$ cat src/rtl/add_nibble_sched.sv
// -----------------------------------------------------------------------------
// add_nibble_sched
//
// Purpose:
//   Multi-cycle 16-bit adder shared between two requesters. A single 4-bit
//   generate/propagate carry-lookahead slice is stepped over the four nibbles
//   of the granted operands, least significant nibble first. The carry between
//   nibbles is kept in a register. The result is returned with a one-cycle
//   done pulse.
//
//   Arbitration is round-robin. When both requesters ask in the same IDLE
//   cycle, the one that was not served last wins. After reset the last-served
//   pointer is 1, so requester 0 is favoured first.
//
// Optional feature:
//   ADD_SCHED_SUB_EN - when defined, the ports sub0/sub1 exist. A captured
//   sub=1 turns the add into A - B: B is captured inverted, the carry starts
//   at 1, and cin is ignored. When the macro is undefined, the block only
//   adds and sub0/sub1 are absent.
//
// Ports:
//   clk        in   1   clock, rising edge
//   rst        in   1   asynchronous active-high reset
//   req        in   2   request level per requester, sampled in IDLE only
//   a0, b0     in  16   requester 0 operands
//   a1, b1     in  16   requester 1 operands
//   cin0/cin1  in   1   carry-in per requester
//   sub0/sub1  in   1   subtract select (ADD_SCHED_SUB_EN only)
//   gnt        out  2   one-hot, one-cycle pulse: operands captured
//   busy       out  1   high in BUSY and DONE
//   done       out  1   one-cycle pulse: sum/cout/ovf valid
//   done_id    out  1   owner of the current/last result
//   sum        out 16   result
//   cout       out  1   carry out of bit 15
//   ovf        out  1   signed overflow (carry into bit 15 XOR cout)
// -----------------------------------------------------------------------------
module add_nibble_sched (
  input  logic        clk,
  input  logic        rst,
  input  logic [1:0]  req,
  input  logic [15:0] a0,
  input  logic [15:0] b0,
  input  logic [15:0] a1,
  input  logic [15:0] b1,
  input  logic        cin0,
  input  logic        cin1,
`ifdef ADD_SCHED_SUB_EN
  input  logic        sub0,
  input  logic        sub1,
`endif
  output logic [1:0]  gnt,
  output logic        busy,
  output logic        done,
  output logic        done_id,
  output logic [15:0] sum,
  output logic        cout,
  output logic        ovf
);

  typedef enum logic [1:0] {
    S_IDLE = 2'd0,
    S_BUSY = 2'd1,
    S_DONE = 2'd2
  } state_t;

  // ---------------------------------------------------------------------------
  // State and datapath registers
  // ---------------------------------------------------------------------------
  state_t      state_q;
  logic [1:0]  nib_q;      // nibble currently being processed
  logic        c_q;        // carry into the current nibble
  logic        owner_q;    // requester that owns the operation in flight
  logic        lst_q;      // last requester served
  logic [15:0] a_q;
  logic [15:0] b_q;        // already inverted for subtraction
  logic [15:0] sum_q;
  logic        cout_q;
  logic        ovf_q;
  logic [1:0]  gnt_q;
  logic        busy_q;
  logic        done_q;

  // ---------------------------------------------------------------------------
  // Arbitration and operand selection (evaluated in IDLE)
  // ---------------------------------------------------------------------------
  logic        win_d;      // winning requester index
  logic [15:0] op_a_d;
  logic [15:0] op_b_d;
  logic        c_init_d;   // carry into nibble 0

  always_comb begin
    win_d = 1'b0;
    if (req == 2'b11) begin
      // Contention: hand the slice to whoever was not served last.
      win_d = ~lst_q;
    end else if (req[1]) begin
      win_d = 1'b1;
    end else begin
      win_d = 1'b0;
    end
  end

  logic [15:0] b_raw_d;
  logic        cin_raw_d;

  assign op_a_d    = win_d ? a1   : a0;
  assign b_raw_d   = win_d ? b1   : b0;
  assign cin_raw_d = win_d ? cin1 : cin0;

`ifdef ADD_SCHED_SUB_EN
  logic sub_sel_d;

  assign sub_sel_d = win_d ? sub1 : sub0;

  // A - B is computed as A + ~B + 1. The requester's cin plays no part here.
  assign op_b_d   = sub_sel_d ? ~b_raw_d : b_raw_d;
  assign c_init_d = sub_sel_d ? 1'b1     : cin_raw_d;
`else
  assign op_b_d   = b_raw_d;
  assign c_init_d = cin_raw_d;
`endif

  // ---------------------------------------------------------------------------
  // Shared 4-bit carry-lookahead slice
  // ---------------------------------------------------------------------------
  logic [3:0] nib_a;
  logic [3:0] nib_b;
  logic [3:0] g;           // generate
  logic [3:0] p;           // propagate
  logic [3:0] x;           // half-sum
  logic [3:0] cc;          // carry into each bit of the slice
  logic [3:0] nib_sum;
  logic       c1;
  logic       c2;
  logic       c3;
  logic       c4;

  assign nib_a = a_q[{nib_q, 2'b00} +: 4];
  assign nib_b = b_q[{nib_q, 2'b00} +: 4];

  genvar gi;
  generate
    for (gi = 0; gi < 4; gi++) begin : g_bit
      assign g[gi]       = nib_a[gi] & nib_b[gi];
      assign p[gi]       = nib_a[gi] | nib_b[gi];
      assign x[gi]       = nib_a[gi] ^ nib_b[gi];
      assign nib_sum[gi] = x[gi] ^ cc[gi];
    end
  endgenerate

  // All carries are flat sum-of-products terms in g, p and the nibble
  // carry-in. None of them ripples through the carry of a previous bit.
  assign c1 = g[0]
            | (p[0] & c_q);
  assign c2 = g[1]
            | (p[1] & g[0])
            | (p[1] & p[0] & c_q);
  assign c3 = g[2]
            | (p[2] & g[1])
            | (p[2] & p[1] & g[0])
            | (p[2] & p[1] & p[0] & c_q);
  assign c4 = g[3]
            | (p[3] & g[2])
            | (p[3] & p[2] & g[1])
            | (p[3] & p[2] & p[1] & g[0])
            | (p[3] & p[2] & p[1] & p[0] & c_q);

  assign cc = {c3, c2, c1, c_q};

  // ---------------------------------------------------------------------------
  // Control FSM with registered outputs
  // ---------------------------------------------------------------------------
  always_ff @(posedge clk or posedge rst) begin
    if (rst) begin
      state_q <= S_IDLE;
      nib_q   <= 2'd0;
      c_q     <= 1'b0;
      owner_q <= 1'b0;
      lst_q   <= 1'b1;
      a_q     <= 16'd0;
      b_q     <= 16'd0;
      sum_q   <= 16'd0;
      cout_q  <= 1'b0;
      ovf_q   <= 1'b0;
      gnt_q   <= 2'b00;
      busy_q  <= 1'b0;
      done_q  <= 1'b0;
    end else begin
      // gnt and done are single-cycle pulses unless re-asserted below.
      gnt_q  <= 2'b00;
      done_q <= 1'b0;

      case (state_q)
        S_IDLE: begin
          if (req != 2'b00) begin
            gnt_q   <= win_d ? 2'b10 : 2'b01;
            owner_q <= win_d;
            lst_q   <= win_d;
            a_q     <= op_a_d;
            b_q     <= op_b_d;
            c_q     <= c_init_d;
            nib_q   <= 2'd0;
            sum_q   <= 16'd0;
            cout_q  <= 1'b0;
            ovf_q   <= 1'b0;
            busy_q  <= 1'b1;
            state_q <= S_BUSY;
          end
        end

        S_BUSY: begin
          sum_q[{nib_q, 2'b00} +: 4] <= nib_sum;
          c_q                        <= c4;
          nib_q                      <= nib_q + 2'd1;
          if (nib_q == 2'd3) begin
            // In the top nibble, c3 is the carry into bit 15.
            cout_q  <= c4;
            ovf_q   <= c3 ^ c4;
            done_q  <= 1'b1;
            state_q <= S_DONE;
          end
        end

        S_DONE: begin
          // No grant here: pending requests are seen in the following IDLE.
          busy_q  <= 1'b0;
          state_q <= S_IDLE;
        end

        default: begin
          busy_q  <= 1'b0;
          state_q <= S_IDLE;
        end
      endcase
    end
  end

  // ---------------------------------------------------------------------------
  // Outputs
  // ---------------------------------------------------------------------------
  assign gnt     = gnt_q;
  assign busy    = busy_q;
  assign done    = done_q;
  assign done_id = owner_q;   // captured at grant, held until the next grant
  assign sum     = sum_q;
  assign cout    = cout_q;
  assign ovf     = ovf_q;

endmodule

$ cat config.mk
export PLATFORM = sky130hd
export DESIGN_NAME = add_nibble_sched
export DESIGN_NICKNAME = d
export VERILOG_FILES = /design/src/rtl/add_nibble_sched.sv
export SDC_FILE = /design/constraint.sdc
export NUM_CORES = 1
export LEC_CHECK = 0
export ABC_CLOCK_PERIOD_IN_PS = 3500
export BUFFER_PORTS_ARGS = -buffer_cell sky130_fd_sc_hd__buf_2
export CORE_MARGIN = 2
export CORE_UTILIZATION = 52
export DETAILED_ROUTE_END_ITERATION = 12
export PLACE_DENSITY = 0.8
export SYNTH_ARGS = -nofsm -noshare
export SYNTH_HDL_FRONTEND = slang
export SYNTH_SLANG_ARGS = --single-unit
$ cat constraint.sdc
create_clock -name clk -period 3.5 [get_ports clk]
set_input_delay 0.35 -clock clk [delete_from_list [all_inputs] [get_ports clk]]
set_output_delay 0.35 -clock clk [all_outputs]
set_load 0.005 [all_outputs]
=== After elaboration in Yosys (flattened, before gate mapping) ===
Index checks and enable logic that the tools add are counted.

* $add $sub $neg: 2
* Multipliers: 0
* Divide/modulo/power cells: 0
* $lt $le $gt $ge: 0
* Eq/ne operators: 5
* Shifts and indexed selects: 4
* Mux-type cells: 27
* Bitwise gates (word level): 45
* Reduce and logical (&&, ||, !) cells: 8

{| class="wikitable"
|+ Operators by type and width
! operator !! count
|-
| two-way mux 16 bit || 3
|-
| case mux 16 bit (2 select lines) || 1
|-
| variable part select 16 x 5 -> 4 bit || 2
|-
| AND 1 bit || 20
|-
| bitwise mux 16 bit || 1
|-
| variable shift 4 x 6 -> 16 bit, first input constant || 1
|-
| variable part select 4 x 6 -> 16 bit || 1
|-
| bitwise OR 1 bit || 14
|-
| two-way mux 2 bit || 6
|-
| two-way mux 1 bit || 10
|-
| XOR 1 bit || 9
|-
| case mux 1 bit (2 select lines) || 4
|-
| case mux 2 bit (2 select lines) || 2
|-
| AND reduction 2 bit || 4
|-
| negation 4 -> 6 bit || 1
|-
| equality test 2 bit, second input constant || 2
|-
| != test 2 bit, second input constant || 2
|-
| nonzero test 2 bit || 2
|-
| AND reduction 3 bit || 1
|-
| adder 2 x 1 -> 2 bit, second input constant || 1
|-
| equality test 2 x 1 -> 1 bit, second input constant || 1
|-
| zero test 2 bit || 1
|-
| NOT 1 bit || 2
|}

* Register bits after elaboration: 61
* Latch bits: 0
* Memory bits (writable): 0
* Memory bits (read-only): 0
* Input port bits: 70
* Output and inout bits: 23
* Word-level logic and storage cells: 104
* Memories kept: 0

=== Depth between registers and ports, before layout ===
* Word-level depth: 10
* Gate-level depth with buffers: 8
* Mapped depth without buffers: 7

=== Worst setup path after synthesis ===
No wires, ideal clock.

* Path type: register to register
* Start: register nib_q[0]
* End: register ovf_q, in the netlist ovf
* Library setup time: 0.126 ns
* Data arrival time: 2.353 ns
* Required time: 3.374 ns
* Setup slack: 1.021 ns
* Cell stages (with the launch flop): 8
* Buffers on the path: 1
* Clock period less this slack: 2.479 ns
* Cells stage by stage: dfrtp_1 buf_2 mux4_2 ha_1 nor2_1 a221oi_4 or2_2 a221o_1

* Word-level cells in the longest chain between the ends: 10
* Elaborated cells between the ends (all ways): 35
* Those cells by class: 2 x eq/ne; 2 x shift; 2 x mux; 28 x bitwise; 1 x reduce/logical

{| class="wikitable"
|+ RTL lines
! what !! line !! text
|-
| start: declaration || 70 || <nowiki>logic [1:0] nib_q;</nowiki>
|-
| start signal: assignment || 214 || <nowiki>nib_q <= nib_q + 2'd1;</nowiki>
|-
| variable part select 16 x 5 -> 4 bit (on tied branches) || 138, 139 ||
|-
| bitwise OR 1 bit / AND 1 bit (equally long branches) || 145, 144 ||
|-
| AND 1 bit (on tied branches) || n/a ||
|-
| bitwise OR 1 bit (tied with other cells) || 163 || <nowiki>| (p[3] & g[2])</nowiki>
|-
| bitwise OR 1 bit (tied with other cells) || 164 || <nowiki>| (p[3] & p[2] & g[1])</nowiki>
|-
| bitwise OR 1 bit / AND 1 bit (equally long branches) || 165, 166 ||
|-
| bitwise OR 1 bit || 166 || <nowiki>| (p[3] & p[2] & p[1] & p[0] & c_q);</nowiki>
|-
| XOR 1 bit || 218 || <nowiki>ovf_q <= c3 ^ c4;</nowiki>
|-
| two-way mux 1 bit || 215 || <nowiki>if (nib_q == 2'd3) begin</nowiki>
|-
| case mux 1 bit (2 select lines) || 193 || <nowiki>case (state_q)</nowiki>
|-
| end signal: assignment || 218 ||
|-
| end: declaration || 78 || <nowiki>logic ovf_q;</nowiki>
|}

Parallel ways exist; a longest one is shown, timed or not. The select of a mux whose other input is x is not followed.
A chain may end at the register's enable or synchronous reset.

=== Worst setup path in the final report ===
* Start: register nib_q[0]
* End: register sum_q[14], in the netlist sum[14]

* Word-level cells in the longest chain between the ends: 10
* Elaborated cells between the ends (all ways): 36
* Those cells by class: 1 x add/sub; 4 x shift; 2 x mux; 29 x bitwise

{| class="wikitable"
|+ RTL lines
! what !! line !! text
|-
| variable part select 16 x 5 -> 4 bit (on tied branches) || 138, 139 ||
|-
| bitwise OR 1 bit / AND 1 bit (equally long branches) || 145, 144 ||
|-
| AND 1 bit (on tied branches) || 159, 160, 161 ||
|-
| bitwise OR 1 bit (tied with other cells) || 159 || <nowiki>| (p[2] & g[1])</nowiki>
|-
| bitwise OR 1 bit / AND 1 bit (equally long branches) || 160, 161 ||
|-
| bitwise OR 1 bit || 161 || <nowiki>| (p[2] & p[1] & p[0] & c_q);</nowiki>
|-
| XOR 1 bit || 147 || <nowiki>assign nib_sum[gi] = x[gi] ^ cc[gi];</nowiki>
|-
| variable part select 4 x 6 -> 16 bit || 212 || <nowiki>sum_q[{nib_q, 2'b00} +: 4] <= nib_sum;</nowiki>
|-
| bitwise mux 16 bit * || 212 ||
|-
| case mux 16 bit (2 select lines) * || 193 ||
|-
| end signal: indexed assignment || 212 ||
|-
| end: declaration || 76 || <nowiki>logic [15:0] sum_q;</nowiki>
|}

Every way passes the cells marked *; elsewhere a longest branch is shown, timed or not.

==> results.txt <==
After layout, the minimum clock period comes to 2.79 ns. The number of gates given a new drive strength after cts is 0. Area fraction in and, or, nand and nor cells after synthesis: 11.4%. In this run the power spent charging and discharging nets is 1550 uW.

The final clock skew was 0.00735 ns; the register-to-register setup slack was 0.71 ns. The clock network accounts for 18.5% of the total power. The kind of start point of the critical path was a register. After clock tree synthesis, the setup repair step added 0 buffers.

The cts-stage hold buffer count is 0. The run finished with clean final reports. The buffer and inverter count on the worst path was 1. The kind of critical path was reg -> reg.

The maximum number of pins on one net before global-route repair was 58; the via count of the first global-routing pass was 2287. In the routed layout, each cell is associated on average with a via count of 5.30. In the synthesized netlist, mux cells make up 16.2% of the area.

The most used flip-flop cell after synthesis is sky130_fd_sc_hd__dfrtp_1. The arrival time reported for the critical path endpoint is 3.01 ns, and the max-slew violation count is 0. The ratio of final minimum period to clock period was 79.7%. Critical register-to-register path endpoint: sum[14]. Detailed placement ended at an HPWL of 5.01 mm.

The synthesized design contains 61 register bits. Yosys printed 0 warnings. The slew of the pin with the lowest slew margin works out to 1.07 ns. No sink is reached through more buffers than the 2 on the longest clock path.

The floorplan has 28 rows. The tools report the internal cell power as 2260 uW. For this design the static power due to leakage is 0.00203 uW. The final layout contains 471 nets.

In the final routed layout, each cell accounts on average for 14.4 um. In the final layout, the multi-input gates occupy 1550 um2. In the routed design, unresolved DRC markers number 0. After filler insertion, the fill cell instance count of the layout stands at 483. The floorplan step defined a die boundary enclosing 6820 um2. The first detailed-routing pass ran for 4 iterations. The worst max-slew margin expressed relative to the limit came out at 28.8%. Horizontal die dimension: 82.6 um. Switching part of the total power: 40.7%.

The adder and majority cell fraction of the synthesized area is 5.69%. The number of standard cells after synthesis is 296. TritonCTS built the clock tree.

In this run the tool buffered the top-level ports with 92 buffer cells. Aggregate routed wire length: 6.73 mm. Summing the areas of all compound-gate instances in the mapped netlist gives 14.3% of the synthesized area.

Yosys attributes the largest share of cell area to sky130_fd_sc_hd__dfrtp_1 (47%), sky130_fd_sc_hd__mux2i_1 (10%), sky130_fd_sc_hd__o21ai_0 (6.1%), sky130_fd_sc_hd__mux4_2 (5.6%), sky130_fd_sc_hd__ha_1 (5.1%). Derived from the worst setup path, the maximum achievable clock frequency is 359 MHz. Worst hold-check path type: in -> async. Number of top-level design ports: 93. The most common library cell in the layout ignoring fill and taps is sky130_fd_sc_hd__buf_2. The main combinational cell family by area after synthesis is multiplexers.

After the first detailed-routing iteration, the DRC count stood at 151. The largest area contributor in the netlist is sky130_fd_sc_hd__dfrtp_1. The post-synthesis area per instance was 10.9 um2; the share of synthesized area occupied by flip-flops and latches was 47.5%. The finished cells cover 3940 um2. Once the floorplan was initialized, standard cells occupied 53.9% of the core.

Per report_power, the combinational group accounts for 48.9% of the total. Number of vias after detailed routing: 2474. The number of maximum-capacitance violations is 0, and the depth of the worst register-to-register path is 7. Cells with a size suffix above 1 make up 33.7% of the layout. The share of synthesized area in the top cell type comes to 46.7%. The top fanout value on the critical path is 15, and the number of buffers created by CTS is 9. The number of antenna diodes in the final layout is 0.

Setup repair after global routing left no endpoint under its margin. The later pin in the worst-skew pair is clocked with a latency of 0.34 ns. The die boundary height was 82.6 um; the XOR/XNOR share of the synthesized area was 0.273%. STA puts the critical path data required time at 3.73 ns.

The congestion estimate from routability-driven global placement came to 0.899. Across the VDD grid, the largest voltage drop is 0.000461 V. On the critical path the largest part of the delay comes from flip-flops. In this design, the stage delay of the slowest critical-path cell is 0.84 ns. The total congestion overflow is 0, and the number of sinks on the clock net is 61. Per report_power, the sequential group accounts for 32.6% of the total. Root buffer cell: sky130_fd_sc_hd__clkbuf_8. The number of nets in the synthesized netlist came out at 380. Final hold analysis gives a worst-case slack of 0.254 ns.

Registers take 1530 um2. Clock-pin slew was measured on the worst setup and hold paths at 0.07 ns. Initial antenna violation count: 0. Summed over all failing endpoints, the final setup total negative slack is 0 ns. For this design the ratio of total power to cell area is 965 nW/um2. The startpoint of the worst register-to-register path was nib_q[0]. The deepest level of the CTS H-tree was 3. Summing every instance area after synthesis gives 3210 um2. The first global-routing pass estimated 10.7 mm of wire. For this run, asynchronously set or reset flops after synthesis account for 100%. The synthesized design contains 0 enable-type register cells. Yosys mapped the design onto 45 distinct sky130hd cell types. The core area was 5960 um2. The signal on the critical path passes through mux4_2, inv_1, ha_1, nand2b_1, a21oi_1, or3_1, a32o_1. The overall routing resource usage is 21.4%. Placed cell area: 3720 um2. On the critical path, the stage with the largest delay is an instance of sky130_fd_sc_hd__dfrtp_1. Once detail routing completed, the nets flagged for antenna violations numbered 0. Leaving out fill and tap cells, the most frequent cells in the layout are sky130_fd_sc_hd__buf_2 (92), sky130_fd_sc_hd__dfrtp_1 (60), sky130_fd_sc_hd__nand2_1 (43). Final-report hold violation count: 0.

The worst setup path is captured at a register. The synthesis-to-layout area growth came out at 22.7%. The final setup violation count is 0.
sequential cells by signal, indices dropped and copies added (netlist names), 2 cells and up:
name     count
a_q         16
nib_q        2
state_q      2
gnt          2
b_q         16
sum         16
power groups by stage:
stage          clock, uW  sequential [uW]  combinational (uW)
4_1_cts              715             1250                1870
3_3_place_gp           0             1240                1790
2_1_floorplan          0             1150                1470
5_1_grt              746             1280                2100
3_5_place_dp           0             1260                1860
6_report             705             1240                1860
kinds of logic (layout without fill, tap and decap cells):
family / after synthesis / after routing
buffers and inverters: 32 / 128
DFF: 61 / 61
muxes: 42 / 42
adders and majority gates: 14 / 14
xor gates and xnor gates: 1 / 1
and+or+nand+nor: 77 / 77
AOI/OAI and AO/OA: 69 / 69
synthesized netlist by cell type, types with 3 or more instances:
cell                       instances
sky130_fd_sc_hd__dfrtp_1          60
sky130_fd_sc_hd__nand2_1          43
sky130_fd_sc_hd__o21ai_0          39
sky130_fd_sc_hd__mux2i_1          33
sky130_fd_sc_hd__inv_1            16
sky130_fd_sc_hd__ha_1             13
sky130_fd_sc_hd__nor2_1           10
sky130_fd_sc_hd__a22o_1            8
sky130_fd_sc_hd__mux4_2            8
sky130_fd_sc_hd__buf_2             7
sky130_fd_sc_hd__buf_4             4
sky130_fd_sc_hd__a21o_1            3
sky130_fd_sc_hd__a21oi_1           3
sky130_fd_sc_hd__a22oi_1           3
sky130_fd_sc_hd__nand2b_1          3
sky130_fd_sc_hd__nor2b_1           3
sky130_fd_sc_hd__o31ai_1           3
sky130_fd_sc_hd__or2_2             3
per-stage QoR:
stage | worst slack, ns | util (%) | total power (uW) | instances
2_1_floorplan | 1.02 | - | 2620 | 296
3_3_place_gp | 0.803 | 62.4 | 3030 | 451
3_5_place_dp | 0.727 | 62.4 | 3120 | 451
4_1_cts | 0.704 | 66.2 | 3830 | 467
5_1_grt | 0.559 | 66.2 | 4130 | 467
6_report | 0.711 | 66.2 | 3810 | 467
final cells by class:
cell class	instances	share of cell area [%]
well taps	75	2.38
inverters	17	1.62
multi-input cells	203	39.3
repair buffers	95	12.2
clock buffers	12	3.93
flip-flops and latches	61	38.7
clock inverters	4	1.78
layer usage:
layer / track usage [%] / share of wire, % / up-vias
met5: 0 / 0 / -
met4: 8.20 / 1.5 / 0
met3: 5.87 / 6.0 / 9
met2: 35.7 / 49 / 87
met1: 26.6 / 43 / 1146
li1: - / - / 1232
worst max-delay path by stage:
stage | cells past startpoint | startpoint | endpoint | slack (ns)
after global placement | 6 | nib_q[0] | ovf | 0.80
final | 7 | nib_q[0] | sum[14] | 0.71
after CTS | 7 | nib_q[0] | sum[14] | 0.70
after floorplan | 7 | nib_q[0] | ovf | 1.02
after global routing | 6 | nib_q[0] | ovf | 0.56
after detailed placement | 7 | nib_q[0] | sum[14] | 0.73
Note: power is estimated with default switching activity, not from simulation.
